[src/rtl/demux_rr_ctrl.sv]
// Round-robin 1-to-4 serial bit demultiplexer with a per-channel valid/ready handshake.
// Optional macro DEMUX_TIMEOUT_EN skips a channel that stays not-ready for TIMEOUT cycles.
module demux_rr_ctrl #(
    parameter int TIMEOUT = 8
) (
    input  logic       clk,
    input  logic       rst,
    input  logic       D,
    input  logic       in_valid,
    output logic       in_ready,
    input  logic [3:0] out_ready,
    output logic [1:0] S,
    output logic [3:0] Y,
    output logic [3:0] out_valid,
    output logic       skip
);

    typedef enum logic {
        IDLE = 1'b0,
        WAIT = 1'b1
    } state_t;

    state_t     state;
    logic       hold;
    logic [1:0] s_next;

    if (TIMEOUT < 2 || TIMEOUT > 255) begin : g_bad_timeout
        $error("demux_rr_ctrl: TIMEOUT must lie in 2..255");
    end

    function automatic logic [3:0] onehot(input logic [1:0] sel);
        return 4'b0001 << sel;
    endfunction

    function automatic logic [3:0] steer(input logic bit_in, input logic [1:0] sel);
        return bit_in ? onehot(sel) : 4'b0000;
    endfunction

    assign s_next   = S + 2'd1;
    assign in_ready = (state == IDLE);

`ifdef DEMUX_TIMEOUT_EN
    logic [7:0] wait_cnt;
    logic       skip_r;

    assign skip = skip_r;

    always_ff @(posedge clk) begin
        if (rst) begin
            state     <= IDLE;
            S         <= 2'd0;
            hold      <= 1'b0;
            wait_cnt  <= 8'd0;
            Y         <= 4'b0000;
            out_valid <= 4'b0000;
            skip_r    <= 1'b0;
        end else begin
            skip_r <= 1'b0;
            case (state)
                IDLE: begin
                    if (in_valid) begin
                        hold      <= D;
                        wait_cnt  <= 8'd0;
                        state     <= WAIT;
                        out_valid <= onehot(S);
                        Y         <= steer(D, S);
                    end
                end
                WAIT: begin
                    // A ready sink wins over a timeout reached in the same cycle.
                    if (out_ready[S]) begin
                        state     <= IDLE;
                        S         <= s_next;
                        wait_cnt  <= 8'd0;
                        out_valid <= 4'b0000;
                        Y         <= 4'b0000;
                    end else if (wait_cnt == 8'(TIMEOUT - 1)) begin
                        S         <= s_next;
                        wait_cnt  <= 8'd0;
                        skip_r    <= 1'b1;
                        out_valid <= onehot(s_next);
                        Y         <= steer(hold, s_next);
                    end else begin
                        wait_cnt <= wait_cnt + 8'd1;
                    end
                end
                default: state <= IDLE;
            endcase
        end
    end
`else
    // Strict round-robin: the selected channel is waited on indefinitely.
    assign skip = 1'b0;

    always_ff @(posedge clk) begin
        if (rst) begin
            state     <= IDLE;
            S         <= 2'd0;
            hold      <= 1'b0;
            Y         <= 4'b0000;
            out_valid <= 4'b0000;
        end else begin
            case (state)
                IDLE: begin
                    if (in_valid) begin
                        hold      <= D;
                        state     <= WAIT;
                        out_valid <= onehot(S);
                        Y         <= steer(D, S);
                    end
                end
                WAIT: begin
                    if (out_ready[S]) begin
                        state     <= IDLE;
                        S         <= s_next;
                        out_valid <= 4'b0000;
                        Y         <= 4'b0000;
                    end
                end
                default: state <= IDLE;
            endcase
        end
    end
`endif

endmodule

[config.mk]
export PLATFORM = sky130hd
export DESIGN_NAME = demux_rr_ctrl
export DESIGN_NICKNAME = d
export VERILOG_FILES = /design/src/rtl/demux_rr_ctrl.sv
export SDC_FILE = /design/constraint.sdc
export NUM_CORES = 1
export LEC_CHECK = 0
export ABC_CLOCK_PERIOD_IN_PS = 2050
export CAP_MARGIN = 20
export CORE_AREA = 2 2 49 51
export CTS_BUF_LIST = sky130_fd_sc_hd__clkbuf_8
export CTS_CLUSTER_DIAMETER = 60
export DETAILED_ROUTE_END_ITERATION = 10
export DIE_AREA = 0 0 51 53
export MAX_ROUTING_LAYER = met4
export PLACE_DENSITY = 0.55
export SYNTH_ARGS = -nofsm -noshare
export SYNTH_HDL_FRONTEND = slang
export SYNTH_SLANG_ARGS = --single-unit
[constraint.sdc]
create_clock -name clk -period 2.05 [get_ports clk]
set_input_delay 0.5125 -clock clk [delete_from_list [all_inputs] [get_ports clk]]
set_output_delay 0.5125 -clock clk [all_outputs]
set_load 0.05 [all_outputs]
-- Yosys cells after proc, flatten, opt, wreduce, memory -nomap -nowiden
Index checks and enable logic that the tools add are counted.
- flip-flop bits (word level): 11
- input bits: 8
- output and inout port bits: 12
- logic and storage cells: 23
- $add $sub $neg: 1
- magnitude comparators: 1
- equal/unequal tests: 2
- shifts and indexed selects: 1
- mux-type cells: 11
- bitwise operators: 1
- reductions and logical operators: 2
- operators by type and width (operator ; count):
    $mux 4 ; 4
    $pmux 4 s2 ; 2
    $reduce_and 2->1 ; 2
    $shl 1x2->4 const A ; 1
    $lt 2x3->1 const B ; 1
    $mux 1 ; 3
    $add 2x1->2 const B ; 1
    $bmux 1 s2 ; 1
    $ne 2x1->1 const B ; 1
    $ne 2x2->1 const B ; 1
    $pmux 1 s2 ; 1
    $not 1->1 ; 1

-- Longest topological paths before layout
Gate-level depths: netlist of run 1.
- depth after elaboration: 4
- mapped depth: 4
- mapped depth without buffers: 4

-- Worst setup path after synthesis of run 1
Ideal clock, no wire load.
- path type: flip-flop to flip-flop
- from: register S[0]
- to: register S[0]
- library setup time: 0.121 ns
- arrival time: 1.573 ns
- required time: 1.929 ns
- path slack: 0.356 ns
- cell stages (with the launch flop): 4
- buffers on the path: 0
- clock period less this slack: 1.694 ns
- path through: dfxtp_1 > mux2i_1 > o22a_2 > mux2_4
- cells in the longest elaborated chain, start to end: 3
- elaborated cells between the ends (all ways): 4
- classes of those cells: 1 x add/sub; 2 x mux; 1 x reduce/logical
- ends and longest elaborated chain (element ; line ; text):
    start, declared ; 12 ; output logic [1:0] S,
    start signal, assigned ; 115 ; S <= s_next;
    $bmux 1 s2 ; 113 ; if (out_ready[S]) begin
    $mux 1 (implied by the code) ; 113 ;
    $reduce_and 2->1 (no line) ; -- ;
Several ways; a longest one is shown, not always the timed one. The select of a mux whose other input is x is not followed.
A chain may end at the register's enable or synchronous reset.

-- Worst setup path after layout of run 1
- from: register out_valid[0]
- to: output out_valid[0]
- RTL lines (element ; line ; text):
    start, declared ; 14 ; output logic [3:0] out_valid,
    start signal, assigned ; 108 ; out_valid <= onehot(S);
No word-level cell between the ends.

==> results of run 1 <==
[logic make-up (layout without fill, tap and decap cells)]
family	count (synthesis)	after routing	share of synthesized area
adders and majority gates	4	4	0.0820
buffers and inverters	8	31	0.0594
other	1	1	0.00614
muxes	7	7	0.123
DFF	11	11	0.361
and+or+nand+nor	23	23	0.178
AOI/OAI and AO/OA	15	15	0.191
[power breakdown]
part | internal (uW) | total (uW) | switching (uW)
combinational | 53.8 | 127 | 73.0
sequential | 223 | 239 | 15.2
clock | 131 | 213 | 81.7
total | 409 | 578 | 170
[synthesized netlist by cell type (all sizes together), types with 2 or more instances]
master,count
buf,3
mux2i,6
ha,4
o31ai,2
inv,4
nand2b,2
a31oi,2
nor2,3
nor2b,3
o32ai,6
dfxtp,11
nand2,12
[metal layers]
| metal | track usage | part of all wire |
|---|---|---|
| met1 | 0.141 | 0.50 |
| met2 | 0.197 | 0.45 |
| met3 | 0.0282 | 0.037 |
| met4 | 0.0541 | 0.015 |
| met5 | - | 0 |
[flip-flops by register name, indices dropped and copies added, names as in the netlist]
register / count
S: 2
Y: 4
out_valid: 4
state: 1
[through the flow]
| step | utilization | instance area [um2] |
|---|---|---|
| CTS | 0.407 | 875 |
| floorplan | - | 611 |
| finish | 0.407 | 875 |
| global placement | 0.386 | 830 |
| global route | 0.407 | 875 |
| detailed placement | 0.386 | 830 |
[final cells by class]
cell class | instances | area, um2 | area share
Multi-Input combinational cell | 50 | 354 | 0.405
Sequential cell | 11 | 220 | 0.252
Timing Repair Buffer | 23 | 205 | 0.235
Clock buffer | 3 | 41.3 | 0.0472
Tap cell | 28 | 35.0 | 0.0401
Inverter | 4 | 15.0 | 0.0172
Clock inverter | 1 | 3.75 | 0.00429
[final timing paths]
path | from | end | slack, ns | depth (start not counted)
max | out_valid[0]$_SDFFE_PP0P_ | out_valid[0] | 0.14 | 1
min | Y[0]$_SDFFE_PP0P_ | Y[0]$_SDFFE_PP0P_ | 0.46 | 2
max reg2reg | S[0]$_SDFFE_PP0P_ | S[0]$_SDFFE_PP0P_ | 0.55 | 3
min reg2reg | Y[0]$_SDFFE_PP0P_ | Y[0]$_SDFFE_PP0P_ | 0.46 | 2
[layout by cell type (no fill, tap or decap)]
master / count
a22oi_1: 1
a31oi_1: 2
and2_1: 1
buf_4: 10
clkbuf_8: 3
clkdlybuf4s50_1: 13
conb_1: 1
dfxtp_1: 11
ha_1: 4
inv_1: 5
mux2_4: 1
mux2i_1: 6
nand2_1: 12
nand2b_1: 2
nor2_1: 3
nor2b_1: 3
nor3_1: 1
nor4bb_1: 1
o211ai_1: 1
o21ai_0: 1
o22a_2: 1
o22ai_1: 1
o31ai_1: 2
o32ai_1: 6
==> flow_metrics.py, run 1 <==
metrics = {
    "final_layout": {
        "area_growth_pct": 43.2,
        "layout.cells.non_filler": 120,
        "num_antenna_cells": 0,
        "fill_cells": 215,
        "drive_gt1_frac": 0.163,
        "layout.nets": 105,
    },
    "clocking": {
        "cts_resized": 0,
        "postCtsSetupRepairBufs": 0,
        "cts_buffers": 3,
        "clk_latency_ns": 0.24,
        "htreeDepth": 1,
        "ctsRootBufferMaster": "clkbuf_8",
        "clk_pin_slew_ns": 0.06,
        "clkSinkCount": 11,
        "clock_path_buffers": 2,
        "cts_tree": "done",
        "ctsHoldBuffers": 0,
    },
    "global_route": {
        "grt_start_max_net_pins": 15,
        "grt_overflow": 0,
        "antenna_found_initial": 0,
        "grt_pass1_wl_um": 2340,
        "grt_pass1_vias": 562,
        "grt_use_total": 0.120,
    },
    "synth": {
        "yosysTopAreaCellShare": 0.361,
        "synth_area_um2": 611,
        "synth_cell_types": 24,
        "ys_seq_elements": 11,
        "avgSynthCellArea_um2": 8.85,
        "synth_top_area_cell": "dfxtp_1",
        "seq_area_frac_synth": 0.361,
        "ys.flop_type": "dfxtp_1",
        "synth-edff-count": 0,
        "yosysWarnings": 0,
        "postSynth.asyncResetShare": 0,
        "syn_inst": 69,
        "synth_area_leaders": "dfxtp_1 36%, mux2i_1 9.8%, o32ai_1 8.6%",
        "syn_nets": 81,
    },
    "routing": {
        "final_antenna_net_count": 0,
        "drc": 0,
        "wl_per_cell_um": 11.6,
        "drtIter0Drc": 11,
        "drt_pass1_iterations": 4,
        "num_vias": 555,
        "viasPerCell": 4.63,
        "wirelength_um": 1390,
    },
    "timing": {
        "whs_ns": 0.463,
        "max_freq_ghz": 0.524,
        "fin_crit_ns": 1.91,
        "setup_slack_ns": 0.141,
        "clock_skew_ns": 0.00796,
        "final_hold_viol_count": 0,
        "setup_viol": 0,
        "rsz0062_at_grt": "no",
        "slew_violations": 0,
        "fin_crit_sh": 0.931,
        "setup_tns_ns": 0,
    },
    "power_and_ir_drop": {
        "peakVddDrop_mv": 0.219,
        "power_uw": 578,
        "power_density_nw_per_um2": 661,
        "power_leakage_uw": 0.000340,
    },
    "place": {
        "dpl.cell_count": 116,
        "portBuffers": 18,
        "dp_hpwl_um": 1090,
        "dp_slack_ns": 0.208,
        "routabilityCongestion": 0.762,
    },
    "critical_path": {
        "slowest_stage": "clkdlybuf4s50_1",
        "cp_top_family": "buffers and inverters",
        "path_buf_inv": 1,
        "cp_slowest_stage_delay_ns": 0.81,
        "cp-end-kind": "primary output",
        "cp.arrival_ns": 1.40,
        "path_max_fanout": 3,
        "startpoint_type": "flip-flop",
        "crit_chain": "clkdlybuf4s50_1",
        "critPathKind": "flip-flop to primary output",
        "required_ns": 1.54,
    },
    "floorplan": {
        "io_pins": 20,
        "dieArea_um2": 2700,
        "die_h_um": 53,
        "start_util": 0.284,
        "rows": 17,
        "die_w_um": 51,
        "core_area_um2": 2150,
    },
    "run_status": {
        "status": "completed",
    },
    "hold_path": {
        "hp-class": "flip-flop to flip-flop",
    },
    "flow_run": {
        "maxCapViolations": 0,
    },
}
Note: power is estimated with default switching activity, not from simulation.
==> inputs of run 2 (changes only) <==
--- a/config.mk
+++ b/config.mk
@@ -17,3 +17,4 @@
 export SYNTH_ARGS = -nofsm -noshare
 export SYNTH_HDL_FRONTEND = slang
 export SYNTH_SLANG_ARGS = --single-unit
+export TNS_END_PERCENT = 10
==> results of run 2 <==
No change in the layout: final DEF, timing and power equal those of run 1.
==> inputs of run 3 (changes only) <==
--- a/config.mk
+++ b/config.mk
@@ -10,10 +10,12 @@
 export CORE_AREA = 2 2 49 51
 export CTS_BUF_LIST = sky130_fd_sc_hd__clkbuf_8
 export CTS_CLUSTER_DIAMETER = 60
+export CTS_CLUSTER_SIZE = 16
 export DETAILED_ROUTE_END_ITERATION = 10
 export DIE_AREA = 0 0 51 53
 export MAX_ROUTING_LAYER = met4
 export PLACE_DENSITY = 0.55
+export SLEW_MARGIN = 25
 export SYNTH_ARGS = -nofsm -noshare
 export SYNTH_HDL_FRONTEND = slang
 export SYNTH_SLANG_ARGS = --single-unit
==> results of run 3 <==
No change in the layout: final DEF, timing and power equal those of run 1.
